<file path="src/rtl/chest_scheduler.sv">
`default_nettype none
// ============================================================================
//  Module   : chest_scheduler
//  Purpose  : Round-robin arbiter/sequencer that shares one chest_framework
//             instance between NUM_REQ requesters. It selects the requested
//             algorithm, waits for the framework to report ready (with a
//             timeout), then grants exclusive ownership until release.
//             Out-of-range IDs and warm-up timeouts get a one-cycle reject.
//  Revision : 1.0 - initial release
// ============================================================================
module chest_scheduler #(
   parameter int NUM_REQ      = 4,
   parameter int NUM_ALGOS    = 50,
   parameter int WARM_TIMEOUT = 8,
   parameter int IDLE_CODE    = 63
) (
   input  logic                   clk,
   input  logic                   rst_n,
   input  logic [NUM_REQ-1:0]     req,
   input  logic [6*NUM_REQ-1:0]   req_algo,
   input  logic                   algo_ready,
   output logic [5:0]             algo_select,
   output logic [NUM_REQ-1:0]     grant,
   output logic [NUM_REQ-1:0]     reject,
   output logic                   busy,
   output logic [2:0]             owner
);

   localparam int              CNT_W        = $clog2(WARM_TIMEOUT);
   localparam logic [5:0]      C_IDLE_SEL   = 6'(IDLE_CODE);
   localparam logic [6:0]      C_NUM_ALGOS  = 7'(NUM_ALGOS);
   localparam logic [CNT_W-1:0] C_CNT_LAST  = CNT_W'(WARM_TIMEOUT - 1);

   typedef enum logic [1:0] {
      ST_IDLE   = 2'd0,
      ST_WARM   = 2'd1,
      ST_GRANT  = 2'd2,
      ST_REJECT = 2'd3
   } state_t;

   state_t               state_q, state_d;
   logic [5:0]           algo_select_q, algo_select_d;
   logic [NUM_REQ-1:0]   grant_q, grant_d;
   logic [NUM_REQ-1:0]   reject_q, reject_d;
   logic                 busy_q, busy_d;
   logic [2:0]           owner_q, owner_d;
   logic [2:0]           rr_ptr_q, rr_ptr_d;
   logic [CNT_W-1:0]     cnt_q, cnt_d;

   // Requests and IDs padded to eight entries so a 3-bit index is always exact
   logic [7:0]           req_ext;
   logic [5:0]           algo_id [8];
   logic [NUM_REQ-1:0]   rot_req;
   logic [3:0]           win_off;
   logic [3:0]           win_sum;
   logic [2:0]           win_idx;
   logic                 win_invalid;
   logic [NUM_REQ-1:0]   win_onehot;
   logic [NUM_REQ-1:0]   owner_onehot;
   logic                 owner_req;
   logic [2:0]           ptr_after_owner;

   assign req_ext = 8'(req);

   for (genvar gi = 0; gi < 8; gi++) begin : g_algo
      if (gi < NUM_REQ) begin : g_used
         assign algo_id[gi] = req_algo[6*gi +: 6];
      end else begin : g_pad
         assign algo_id[gi] = 6'd0;
      end
   end

   assign win_invalid     = ({1'b0, algo_id[win_idx]} >= C_NUM_ALGOS);
   assign win_onehot      = NUM_REQ'(8'b1 << win_idx);
   assign owner_onehot    = NUM_REQ'(8'b1 << owner_q);
   assign owner_req       = req_ext[owner_q];
   assign ptr_after_owner = (owner_q == 3'(NUM_REQ - 1)) ? 3'd0 : owner_q + 3'd1;

   // Rotate requests so bit 0 is the highest-priority slot, find the first
   // set bit, then map the offset back to an absolute requester index
   always_comb begin
      rot_req = NUM_REQ'({req, req} >> rr_ptr_q);
      win_off = 4'd0;
      for (int k = NUM_REQ - 1; k >= 0; k--) begin
         if (rot_req[k]) begin
            win_off = 4'(k);
         end
      end
      win_sum = {1'b0, rr_ptr_q} + win_off;
      win_idx = (win_sum >= 4'(NUM_REQ)) ? 3'(win_sum - 4'(NUM_REQ)) : win_sum[2:0];
   end

   // Next-state and registered-output logic; reject defaults low so it pulses
   always_comb begin
      state_d       = state_q;
      algo_select_d = algo_select_q;
      grant_d       = grant_q;
      reject_d      = '0;
      busy_d        = busy_q;
      owner_d       = owner_q;
      rr_ptr_d      = rr_ptr_q;
      cnt_d         = cnt_q;
      case (state_q)
         ST_IDLE: begin
            if (|req) begin
               owner_d       = win_idx;
               algo_select_d = algo_id[win_idx];
               busy_d        = 1'b1;
               cnt_d         = '0;
               if (win_invalid) begin
                  state_d  = ST_REJECT;
                  reject_d = win_onehot;
               end else begin
                  state_d  = ST_WARM;
               end
            end
         end
         ST_WARM: begin
            if (!owner_req) begin
               // Abort wins over ready and timeout; nothing is pulsed
               state_d       = ST_IDLE;
               algo_select_d = C_IDLE_SEL;
               busy_d        = 1'b0;
               rr_ptr_d      = ptr_after_owner;
            end else if ((cnt_q != '0) && algo_ready) begin
               // Ready seen on the first WARM cycle may be stale, so skip it
               state_d = ST_GRANT;
               grant_d = owner_onehot;
            end else if (cnt_q == C_CNT_LAST) begin
               state_d  = ST_REJECT;
               reject_d = owner_onehot;
            end else begin
               cnt_d = cnt_q + CNT_W'(1);
            end
         end
         ST_GRANT: begin
            if (!owner_req) begin
               state_d       = ST_IDLE;
               grant_d       = '0;
               algo_select_d = C_IDLE_SEL;
               busy_d        = 1'b0;
               rr_ptr_d      = ptr_after_owner;
            end
         end
         ST_REJECT: begin
            state_d       = ST_IDLE;
            algo_select_d = C_IDLE_SEL;
            busy_d        = 1'b0;
            rr_ptr_d      = ptr_after_owner;
         end
         default: begin
            state_d = ST_IDLE;
         end
      endcase
   end

   // State and output registers with asynchronous clear
   always_ff @(posedge clk or negedge rst_n) begin
      if (!rst_n) begin
         state_q       <= ST_IDLE;
         algo_select_q <= C_IDLE_SEL;
         grant_q       <= '0;
         reject_q      <= '0;
         busy_q        <= 1'b0;
         owner_q       <= 3'd0;
         rr_ptr_q      <= 3'd0;
         cnt_q         <= '0;
      end else begin
         state_q       <= state_d;
         algo_select_q <= algo_select_d;
         grant_q       <= grant_d;
         reject_q      <= reject_d;
         busy_q        <= busy_d;
         owner_q       <= owner_d;
         rr_ptr_q      <= rr_ptr_d;
         cnt_q         <= cnt_d;
      end
   end

   assign algo_select = algo_select_q;
   assign grant       = grant_q;
   assign reject      = reject_q;
   assign busy        = busy_q;
   assign owner       = owner_q;

endmodule
`default_nettype wire

</file>
<file path="config.mk">
export PLATFORM = sky130hd
export DESIGN_NAME = chest_scheduler
export DESIGN_NICKNAME = d
export VERILOG_FILES = /design/src/rtl/chest_scheduler.sv
export SDC_FILE = /design/constraint.sdc
export NUM_CORES = 1
export LEC_CHECK = 0
export ABC_AREA = 1
export BUFFER_PORTS_ARGS = -buffer_cell sky130_fd_sc_hd__buf_2
export CORE_ASPECT_RATIO = 0.5
export CORE_MARGIN = 3
export CORE_UTILIZATION = 48
export DETAILED_ROUTE_END_ITERATION = 16
export PLACE_DENSITY = 0.83
export SETUP_SLACK_MARGIN = 0.15
export SLEW_MARGIN = 40
export SYNTH_ARGS = -nofsm -noshare
export SYNTH_HDL_FRONTEND = slang
export SYNTH_SLANG_ARGS = --single-unit
</file>
<file path="constraint.sdc">
create_clock -name clk -period 2.7 [get_ports clk]
set_clock_uncertainty 0.1 [all_clocks]
set_input_delay 0.135 -clock clk [delete_from_list [all_inputs] [get_ports clk]]
set_output_delay 0.135 -clock clk [all_outputs]
set_load 0.01 [all_outputs]
</file>
* After elaboration in Yosys (flattened, before gate mapping)
Index checks and enable logic that the tools add are counted.
Cells by class: order comparisons 4, shift operators 3, $add $sub $neg 4, eq/ne operators 13, bitwise gates (word level) 1, reduce and logical (&&, ||, !) cells 14, mux-type cells 41
Operator list (number):
- two-way mux 4 bit | 10
- two-way mux 6 bit | 4
- two-way mux 3 bit | 7
- binary-select mux 6 bit (select 3 bit) | 1
- case mux 6 bit (3 select lines) | 1
- two-way mux 2 bit | 8
- case mux 4 bit (2 select lines) | 2
- inequality test 2 bit, second input constant | 7
- case mux 3 bit (2 select lines) | 2
- case mux 2 bit (4 select lines) | 1
- << shifter 1 x 3 -> 4 bit, first input constant | 2
- >> shifter 8 x 3 -> 4 bit | 1
- adder 3 x 1 -> 3 bit, second input constant | 2
- >= comparator 6 bit, second input constant | 1
- AND reduction 2 bit | 3
- nonzero test 2 bit | 3
- AND reduction 5 bit | 1
- adder 3 x 4 -> 4 bit | 1
- equality test 2 bit, second input constant | 2
- >= comparator 4 x 3 -> 1 bit, second input constant | 1
- >= comparator 4 bit, second input constant | 1
- < comparator 3 x 4 -> 1 bit, second input constant | 1
- inequality test 4 bit, second input constant | 1
- NOT 3 -> 4 bit | 1
- 14 further kinds | 16
Word-level totals: bits of input ports 31, output and inout bits 18, bits in registers 26

* Logic depth before layout (Yosys ltp)
Gate-level depths: netlist of run 1.
depth after elaboration 16, gate-level depth with buffers 22

* Worst setup path after synthesis of run 1
OpenSTA, ideal clock, no wires.
path type reg2reg, start register rr_ptr_q[0], end register state_q[1], clock period less this slack 2.621 ns, path slack 0.079 ns, path buffers 1, data arrival time 2.404 ns, cell stages (with the launch flop) 22, cells stage by stage dfrtp_1 > inv_1 > o21ai_0 > nand2_1 > o21ai_0 > inv_1 > nand2_1 > a21oi_1 > ha_1 > fa_1 > buf_2 > inv_2 > nand2_1 > inv_2 > nand2_1 > nand2_1 > nor2_1 > nor2_2 > nand3_1 > nand2_1 > nand2_1 > nand2_1
Between the ends: cells in the longest elaborated chain, start to end 16
RTL lines:
- start, declared | RTL line 47 | logic [2:0] rr_ptr_q, rr_ptr_d;
- start signal, assigned | RTL line 175 | rr_ptr_q <= rr_ptr_d;
- >> shifter 8 x 3 -> 4 bit | RTL line 82 | rot_req = NUM_REQ'({req, req} >> rr_ptr_q);
- two-way mux 2 bit (2 in a row) | RTL line 85 | if (rot_req[k]) begin
- two-way mux 4 bit (2 in a row) | RTL line 85
- adder 3 x 4 -> 4 bit * | RTL line 89 | win_sum = {1'b0, rr_ptr_q} + win_off;
- >= comparator 4 x 3 -> 1 bit / subtractor 3 bit (equally long branches) | RTL line 90 | win_idx = (win_sum >= 4'(NUM_REQ)) ? 3'(win_sum - 4'(NUM_REQ)) : win_sum[2:0];
- two-way mux 3 bit * | RTL line 90
- named net win_idx[1] | RTL line 56 | logic [2:0] win_idx;
- NOT 3 -> 4 bit (implied by the code) * | RTL line 73 | assign win_invalid = ({1'b0, algo_id[win_idx]} >= C_NUM_ALGOS);
- binary-select mux 6 bit (select 3 bit) * | RTL line 73
- two-way mux 6 bit (implied by the code) * (2 in a row) | RTL line 73
- >= comparator 6 bit * | RTL line 73
- two-way mux 2 bit * | RTL line 110 | if (win_invalid) begin
- two-way mux 2 bit * | RTL line 105 | if (|req) begin
- case mux 2 bit (4 select lines) * | RTL line 103 | case (state_q)
- end signal, assigned | RTL line 169 | state_q <= state_d;
- end, declared | RTL line 41 | state_t state_q, state_d;
Mark *: on every way through the listed nets, which the timed path passes. The rest lies on a longest branch. The select of a mux whose other input is x is not followed. A chain may end at the register's enable or synchronous reset.

* Final worst setup path of run 1
start register rr_ptr_q[0], end register reject_q[1] (netlist: reject[1])
Between the ends: cells in the longest elaborated chain, start to end 16
RTL lines:
- >> shifter 8 x 3 -> 4 bit | RTL line 82
- two-way mux 2 bit (2 in a row) | RTL line 85
- two-way mux 4 bit (2 in a row) | RTL line 85
- adder 3 x 4 -> 4 bit * | RTL line 89
- >= comparator 4 x 3 -> 1 bit / subtractor 3 bit (equally long branches) | RTL line 90
- two-way mux 3 bit * | RTL line 90
- named net win_idx[1] | RTL line 56
- NOT 3 -> 4 bit (implied by the code) | RTL line 73
- binary-select mux 6 bit (select 3 bit) | RTL line 73
- two-way mux 6 bit (implied by the code) (2 in a row) | RTL line 73
- >= comparator 6 bit | RTL line 73
- two-way mux 4 bit * | RTL line 110
- two-way mux 4 bit * | RTL line 105
- case mux 4 bit (2 select lines) * | RTL line 103
- named net reject_d[1] | RTL line 44 | logic [NUM_REQ-1:0] reject_q, reject_d;
- end signal, assigned | RTL line 172 | reject_q <= reject_d;
- end, declared | RTL line 44
Marks and branches as above.

==> results.json, run 1 <==
{
  "status": "finished, violations left",
  "violations": "negative setup slack",
  "die_area_um2": 4720,
  "cp.required_ns": 2.75,
  "cts.path.max_buffers": 2,
  "drc": 0,
  "min_path_cells": 6,
  "worstSetupStartpoint": "rr_ptr_q[0]",
  "reg2reg_from": "rr_ptr_q[0]",
  "core_um2": 3580,
  "antenna_found_initial": 0,
  "min_period_ns": 2.99,
  "final_common_cell": "nand2_1",
  "ioPinCount": 49,
  "clock_sinks": 26,
  "synthFlopType": "dfrtp_1",
  "timing.rr.end": "reject[1]",
  "vias": 2112,
  "syn-mean-instance-area_um2": 7.09,
  "insertion_delay_ns": 0.28,
  "final_util_pct": 70.7,
  "setup_viol": 7,
  "cap_viol_max_count": 0,
  "drive_above_1_share_pct": 40.3,
  "drt_pre_antenna_iters": 5,
  "yosysUniqueCellTypes": 33,
  "initial_core_util_pct": 52.0,
  "wl_per_cell_um": 15.9,
  "slew_violations": 0,
  "grt_util_all_layers_pct": 22.2,
  "path_clk_slew_ns": 0.09,
  "antenna_left": 0,
  "synth_top_cell_by_area": "dfrtp_1",
  "max_freq_mhz": 334,
  "synth-edff-count": 0,
  "cts-root-buf": "clkbuf_8",
  "max-slew-margin-rel_pct": 59.8,
  "yosysTopAreaCellShare_pct": 26.8,
  "n_fill_cell": 250,
  "grt_pass1_vias": 1785,
  "cp_max_fo": 7,
  "cts_tree": "built",
  "mostFrequentLayoutCells": "nand2_1 (97), buf_2 (48), inv_1 (25)",
  "synth.cell_area_um2": 1870,
  "synth_warnings": 0,
  "drt_iter0_markers": 160,
  "grt_max_degree": 27,
  "rows": 15,
  "antenna_cells": 0,
  "cp-start-kind": "flip-flop",
  "port_buffers": 48,
  "dp_hpwl_um": 3750,
  "worst-r2r-setup-slack_ns": -0.29,
  "ys_ff_latch": 26,
  "critPathKind": "flip-flop to flip-flop",
  "arrival_ns": 3.05,
  "rsz0062_at_grt": "yes",
  "area_growth_pct": 35.9,
  "async_flop_share_pct": 100,
  "grt_pass1_wl_um": 8330,
  "ys_seq_area_share_pct": 35.3,
  "grt_overflow": 0,
  "h-tree-depth": 1,
  "period_share_pct": 111,
  "postSynthCellCount": 263,
  "cts_buffers": 3,
  "drt_wl_total_um": 5960,
  "synth_area_leaders": "dfrtp_1 (27%), nand2_1 (22%), ha_1 (8.7%)",
  "place.gp.congestion": 0.952,
  "die_width_um": 94.2,
  "fin_ws_ns": -0.294,
  "synthesis.nets": 308,
  "vias_per_cell": 5.62,
  "endpoint": "reject[1]",
  "reg2reg_depth": 18,
  "end_kind": "flip-flop",
  "place_ws_ns": -0.242,
  "hold_viol": 0,
  "fin_nets": 371,
  "hold_path_class": "input pin to flip-flop",
  "tightest_slew_ns": 0.598,
  "die_h_um": 50.1
}
## critical path, stage by stage, from the launching register on
cell      delay (ns)
dfrtp_2         0.46
clkinv_4        0.12
nand2_2         0.09
o21ai_4         0.07
nand2_2         0.08
o21ai_2         0.08
inv_1           0.07
nand2_2         0.07
a21oi_2         0.06
ha_2            0.20
fa_2            0.65
inv_4           0.07
buf_4           0.14
nand2_1         0.08
nand2_2         0.07
nand2_1         0.11
nand3_4         0.11
nand2_4         0.13
o22ai_2         0.09
## per-layer routing
metal | vias to the layer above | GRT usage, % | part of all wire, %
met5 | - | 0 | 0
met4 | 0 | 5.04 | 2.7
met3 | 21 | 3.81 | 7.7
met2 | 136 | 37.9 | 49
met1 | 982 | 29.6 | 40
li1 | 973 | - | -
## worst min path at each step
stage               slack, ns              to        start
floorplan               -0.26            busy        rst_n
global placement         0.06        cnt_q[1]        rst_n
detailed placement       0.06        cnt_q[1]        rst_n
CTS                      0.20  algo_select[0]  req_algo[6]
global route             0.24  algo_select[0]  req_algo[6]
finish                   0.21  algo_select[0]  req_algo[6]
## cell families (layout without fill, tap and decap cells)
logic type               after synthesis  after routing  synth area share, %
AND/OR/NAND/NOR                      139            139                 30.9
AO/OA/AOI/OAI                         47             47                 15.5
buffers and inverters                 37             99                 8.58
flip-flops                            26             26                 35.3
adder cells (fa/ha/maj)               14             14                 9.79
## Yosys cell counts (2+ instances only)
cell type and number:
nand3_1 10, inv_2 3, buf_2 2, a21oi_1 7, o21ai_1 2, nor2_2 2, nor3_1 2, nand2_1 110
o21ai_2 6, o21ai_0 19, ha_1 13, dfstp_2 6, inv_1 29, a22o_1 2, o211ai_1 2, dfrtp_1 20
nand4_1 3, o22ai_1 5, nor2_1 6
## final cells by class
| class | instances | area, µm² | share of cell area (%) |
|---|---|---|---|
| multi-input combinational | 200 | 1250 | 49.3 |
| inverter | 33 | 131 | 5.18 |
| clock inverter | 1 | 30.0 | 1.18 |
| clock buffer | 3 | 41.3 | 1.63 |
| timing repair buffer | 62 | 359 | 14.2 |
| tap | 51 | 63.8 | 2.52 |
| sequential | 26 | 659 | 26.0 |
## registers in the layout, indices dropped and copies added, names as in the netlist
signal	flops
reject	4
owner	3
busy	1
grant	4
state_q	2
rr_ptr_q	3
algo_select	6
cnt_q	3
## timing repair
item	4_1_cts	5_1_grt
hold buffers	1	0
endpoints found under the hold margin	20	0
setup endpoints to repair	12	12
resized for setup	29	34
setup buffers	4	5
pin swaps	15	23
cloned	0	0
## per-stage QoR
stage | instances | instance area [µm²] | hold WS [ns] | TNS, ns
after detailed placement | 362 | 2160 | 0.0624 | -1.07
after global routing | 376 | 2530 | 0.240 | -2.48
after floorplan | 263 | 1870 | -0.261 | 0
after global placement | 362 | 2160 | 0.0633 | -0.211
after CTS | 371 | 2370 | 0.202 | -0.352
final | 376 | 2530 | 0.209 | -1.71
Power of run 1 is left out: the tool's default activity adds up to more than one toggle a clock period on the data nets, which glitch-free logic cannot reach.
==> inputs of run 2 (changes only) <==
--- a/config.mk
+++ b/config.mk
@@ -6,12 +6,12 @@
 export NUM_CORES = 1
 export LEC_CHECK = 0
 export ABC_AREA = 1
-export BUFFER_PORTS_ARGS = -buffer_cell sky130_fd_sc_hd__buf_2
 export CORE_ASPECT_RATIO = 0.5
 export CORE_MARGIN = 3
-export CORE_UTILIZATION = 48
+export CORE_UTILIZATION = 25
 export DETAILED_ROUTE_END_ITERATION = 16
-export PLACE_DENSITY = 0.83
+export DONT_BUFFER_PORTS = 1
+export PLACE_DENSITY = 0.46
 export SETUP_SLACK_MARGIN = 0.15
 export SLEW_MARGIN = 40
 export SYNTH_ARGS = -nofsm -noshare
==> results.json, run 2 (synthesis results as in run 1) <==
{
  "finalInstanceArea_um2": 2470,
  "port_buffers": 0,
  "initial_core_util_pct": 26.8,
  "cap_viol_max_count": 0,
  "max_freq_mhz": 362,
  "insertion_delay_ns": 0.26,
  "drc": 0,
  "die_width_um": 128,
  "grt_overflow": 0,
  "violations": "negative setup slack",
  "grt_pass1_vias": 1658,
  "drt_iter0_markers": 81,
  "cp-start-kind": "flip-flop",
  "grt_max_degree": 27,
  "cts_tree": "built",
  "clock_sinks": 26,
  "cts-root-buf": "clkbuf_16",
  "drt_wl_total_um": 5230,
  "grt_pass1_wl_um": 8250,
  "largest_reg_flops": 6,
  "dp_hpwl_um": 3980,
  "hold_viol": 0,
  "crit_path_max_incr_delay_ns": 0.52,
  "vias_per_cell": 4.65,
  "cp.required_ns": 2.78,
  "place.gp.congestion": 0.811,
  "h-tree-depth": 1,
  "wl_per_cell_um": 13.8,
  "crit_path_frequent_cell": "nand2_2",
  "rsz0062_at_grt": "yes",
  "setup_viol": 7,
  "core_um2": 6960,
  "drive_above_1_share_pct": 36.1,
  "vias": 1767,
  "fin_nets": 334,
  "cts.path.max_buffers": 2,
  "placed_area_um2": 2040,
  "antenna_left": 0,
  "cp_max_fo": 6,
  "critPathKind": "flip-flop to flip-flop",
  "ioPinCount": 49,
  "grt_util_all_layers_pct": 12.2,
  "die_h_um": 67.1,
  "fin_ws_ns": -0.0627,
  "area_growth_pct": 32.7,
  "period_share_pct": 102,
  "drt_pre_antenna_iters": 4,
  "status": "finished, violations left",
  "mostFrequentLayoutCells": "nand2_1 (88), inv_1 (26), nand2_2 (21)",
  "rows": 21,
  "min_path_cells": 5,
  "n_fill_cell": 728,
  "die_area_um2": 8600,
  "antenna_found_initial": 0,
  "tightest_slew_ns": 0.502,
  "final_common_cell": "nand2_1",
  "slew_violations": 0,
  "max-slew-margin-rel_pct": 66.2,
  "end_kind": "flip-flop",
  "cts_buffers": 3,
  "arrival_ns": 2.84,
  "antenna_cells": 0,
  "path_clk_slew_ns": 0.07,
  "min_period_ns": 2.76,
  "reg2reg_depth": 16,
  "crit_chain": "nor3_2, a21oi_2, o22ai_2, nand2_1, a21oi_2, ha_2, fa_2, inv_4, nand2_2, inv_2, nand2_2, nand2_2, nor2_4, nor2_4, nand2_4, o22ai_2",
  "crit_path_top_delay_cell": "fa_2",
  "hold_path_class": "input pin to flip-flop"
}
==> run 2: worst paths after layout <==
path / slack, ns / start / to
setup / recovery: -0.06 / rr_ptr_q[2] / reject[3]
hold / removal: 0.17 / req_algo[12] / algo_select[0]
setup reg to reg: -0.06 / rr_ptr_q[2] / reject[3]
hold reg to reg: 0.40 / algo_select[1] / algo_select[1]
max in group asynchronous: 2.07 / rst_n / algo_select[2]
min in group asynchronous: 0.20 / rst_n / grant[3]
==> run 2: stage by stage <==
stage / util [%] / cells / TNS [ns] / hold WS, ns / worst slack [ns]
3_3_place_gp: 29.3 / 364 / -0.213 / -0.260 / -0.0633
2_1_floorplan: - / 263 / 0 / -0.261 / 0.158
5_1_grt: 35.5 / 380 / -1.51 / 0.190 / -0.220
6_report: 35.5 / 380 / -0.253 / 0.166 / -0.0627
3_5_place_dp: 29.3 / 364 / -0.367 / -0.260 / -0.104
4_1_cts: 33.5 / 375 / -0.195 / 0.131 / -0.0577
==> run 2: cell type report <==
class | count | area, µm² | area share (%)
Tap cell | 92 | 115 | 4.65
Timing Repair Buffer | 25 | 214 | 8.65
Inverter | 33 | 129 | 5.21
Sequential cell | 26 | 661 | 26.7
Clock inverter | 1 | 30.0 | 1.21
Multi-Input combinational cell | 200 | 1250 | 50.6
Clock buffer | 3 | 75.1 | 3.03
==> run 2: per-layer routing <==
metal  up-vias  wire length [µm]  track usage, %
li1        896                 -               -
met1       840              2560            16.8
met2        26              2460            20.4
met3         5               171            2.00
met4         0                38            2.38
met5         -                 0               0
==> run 2: timing repair <==
action | 4_1_cts | 5_1_grt
resized for setup | 37 | 34
hold buffers | 2 | 0
hold endpoints to repair | 26 | 0
setup endpoints to repair | 12 | 13
pin swaps | 26 | 18
cloned | 0 | 0
setup buffers | 5 | 5
==> run 2: critical path, delay by kind of cell (launching register included) <==
family | cells | cell delay, ns
DFF | 1 | 0.43
AOI/OAI and AO/OA | 4 | 0.49
and+or+nand+nor | 8 | 0.75
buffers and inverters | 2 | 0.19
adders and majority gates | 2 | 0.72
Power of run 2 is left out for the same reason.
==> inputs of run 3 (changes only) <==
--- a/config.mk
+++ b/config.mk
@@ -6,12 +6,14 @@
 export NUM_CORES = 1
 export LEC_CHECK = 0
 export ABC_AREA = 1
+export CELL_PAD_IN_SITES_DETAIL_PLACEMENT = 0
+export CELL_PAD_IN_SITES_GLOBAL_PLACEMENT = 1
 export CORE_ASPECT_RATIO = 0.5
 export CORE_MARGIN = 3
 export CORE_UTILIZATION = 25
 export DETAILED_ROUTE_END_ITERATION = 16
 export DONT_BUFFER_PORTS = 1
-export PLACE_DENSITY = 0.46
+export PLACE_DENSITY = 0.57
 export SETUP_SLACK_MARGIN = 0.15
 export SLEW_MARGIN = 40
 export SYNTH_ARGS = -nofsm -noshare
==> results.json, run 3 (synthesis results as in run 1) <==
{
  "end_kind": "flip-flop",
  "place.gp.congestion": 0.743,
  "status": "finished, violations left",
  "setup_viol": 5,
  "area_growth_pct": 29.8,
  "max_freq_mhz": 363,
  "drt_pre_antenna_iters": 4,
  "cp_max_fo": 6,
  "final_util_pct": 34.8,
  "largest_reg_flops": 6,
  "reg2reg_depth": 16,
  "drt_wl_total_um": 5100,
  "rsz0062_at_grt": "yes",
  "tightest_slew_ns": 0.516,
  "path_clk_slew_ns": 0.07,
  "worst-r2r-setup-slack_ns": -0.05,
  "cp-start-kind": "flip-flop",
  "min_to": "algo_select[0]",
  "mostFrequentLayoutCells": "nand2_1 (94), inv_1 (26), buf_4 (22)",
  "critPathKind": "flip-flop to flip-flop",
  "fin_nets": 334,
  "insertion_delay_ns": 0.26,
  "slew_violations": 0,
  "grt_util_all_layers_pct": 12.3,
  "fin_cells": 380,
  "clock_sinks": 26,
  "vias_per_cell": 4.59,
  "die_h_um": 67.1,
  "final_common_cell": "nand2_1",
  "wl_per_cell_um": 13.4,
  "max-slew-margin-rel_pct": 65.3,
  "fin_ws_ns": -0.0544,
  "grt_pass1_vias": 1699,
  "antenna_left": 0,
  "hold_path_startpoint": "req_algo[12]",
  "ioPinCount": 49,
  "drc": 0,
  "drive_above_1_share_pct": 32.3,
  "grt_overflow": 0,
  "fin_hold_ws_ns": 0.117,
  "vias": 1745,
  "grt_pass1_wl_um": 8360,
  "antenna_cells": 0,
  "h-tree-depth": 1,
  "grt_max_degree": 27,
  "violations": "negative setup slack",
  "cts-root-buf": "clkbuf_16",
  "rows": 21,
  "period_share_pct": 102,
  "core_um2": 6960,
  "initial_core_util_pct": 26.8,
  "cts_buffers": 3,
  "hold_path_class": "input pin to flip-flop",
  "drt_iter0_markers": 75,
  "dp_hpwl_um": 4000,
  "cap_viol_max_count": 0,
  "cts_tree": "built",
  "place_inst": 366,
  "antenna_found_initial": 0,
  "reg2reg_from": "rr_ptr_q[2]",
  "hold_viol": 0,
  "arrival_ns": 2.84,
  "cts.path.max_buffers": 2,
  "min_path_cells": 5,
  "min_period_ns": 2.75,
  "cp.required_ns": 2.79,
  "die_area_um2": 8600,
  "timing.rr.end": "reject[1]",
  "port_buffers": 0,
  "die_width_um": 128
}
## run 3: how the worst max path moves through the flow
stage	startpoint	slack (ns)	cells past startpoint	to
finish	rr_ptr_q[2]	-0.05	16	reject[1]
global route	rr_ptr_q[2]	-0.27	18	state_q[1]
CTS	rr_ptr_q[0]	-0.05	17	reject[2]
detailed placement	rr_ptr_q[0]	-0.18	17	reject[2]
global placement	rr_ptr_q[0]	-0.16	17	reject[1]
floorplan	rr_ptr_q[0]	0.16	18	reject[3]
## run 3: through the flow
step / cell area (µm²) / TNS (ns) / worst slack [ns]
2_1_floorplan: 1870 / 0 / 0.158
3_3_place_gp: 2060 / -0.530 / -0.157
3_5_place_dp: 2060 / -0.668 / -0.178
4_1_cts: 2250 / -0.214 / -0.0522
5_1_grt: 2420 / -1.82 / -0.271
6_report: 2420 / -0.224 / -0.0544
## run 3: layer usage
| layer | track usage, % | wire length (µm) |
|---|---|---|
| met1 | 17.2 | 2560 |
| met4 | 1.19 | 0 |
| met5 | 0 | 0 |
| met2 | 20.2 | 2330 |
| met3 | 2.48 | 212 |
## run 3: final cells by class
type / instances / area (µm²)
Clock buffer: 3 / 75.1
Clock inverter: 1 / 30.0
Fill cell: 733 / 4540
Inverter: 33 / 129
Multi-Input combinational cell: 200 / 1210
Sequential cell: 26 / 659
Tap cell: 92 / 115
Timing Repair Buffer: 25 / 206
## run 3: repair_timing
action	in CTS	in global routing
setup buffers	2	6
setup endpoints to repair	11	13
hold buffers	2	0
pin swaps	5	20
resized for setup	16	40
hold endpoints to repair	26	0
## run 3: worst max-delay path: stages (launching register included)
cell,delay (ns)
dfrtp_1,0.44
nor3_4,0.21
a21oi_2,0.06
o22ai_2,0.13
nand2_1,0.09
a21oi_2,0.12
ha_2,0.20
fa_2,0.51
inv_4,0.12
nand2_2,0.05
inv_2,0.08
nand2_2,0.05
nand2_2,0.09
nor2_4,0.05
nor2_4,0.13
nand2_4,0.08
o22ai_2,0.15
Power of run 3 is left out for the same reason.
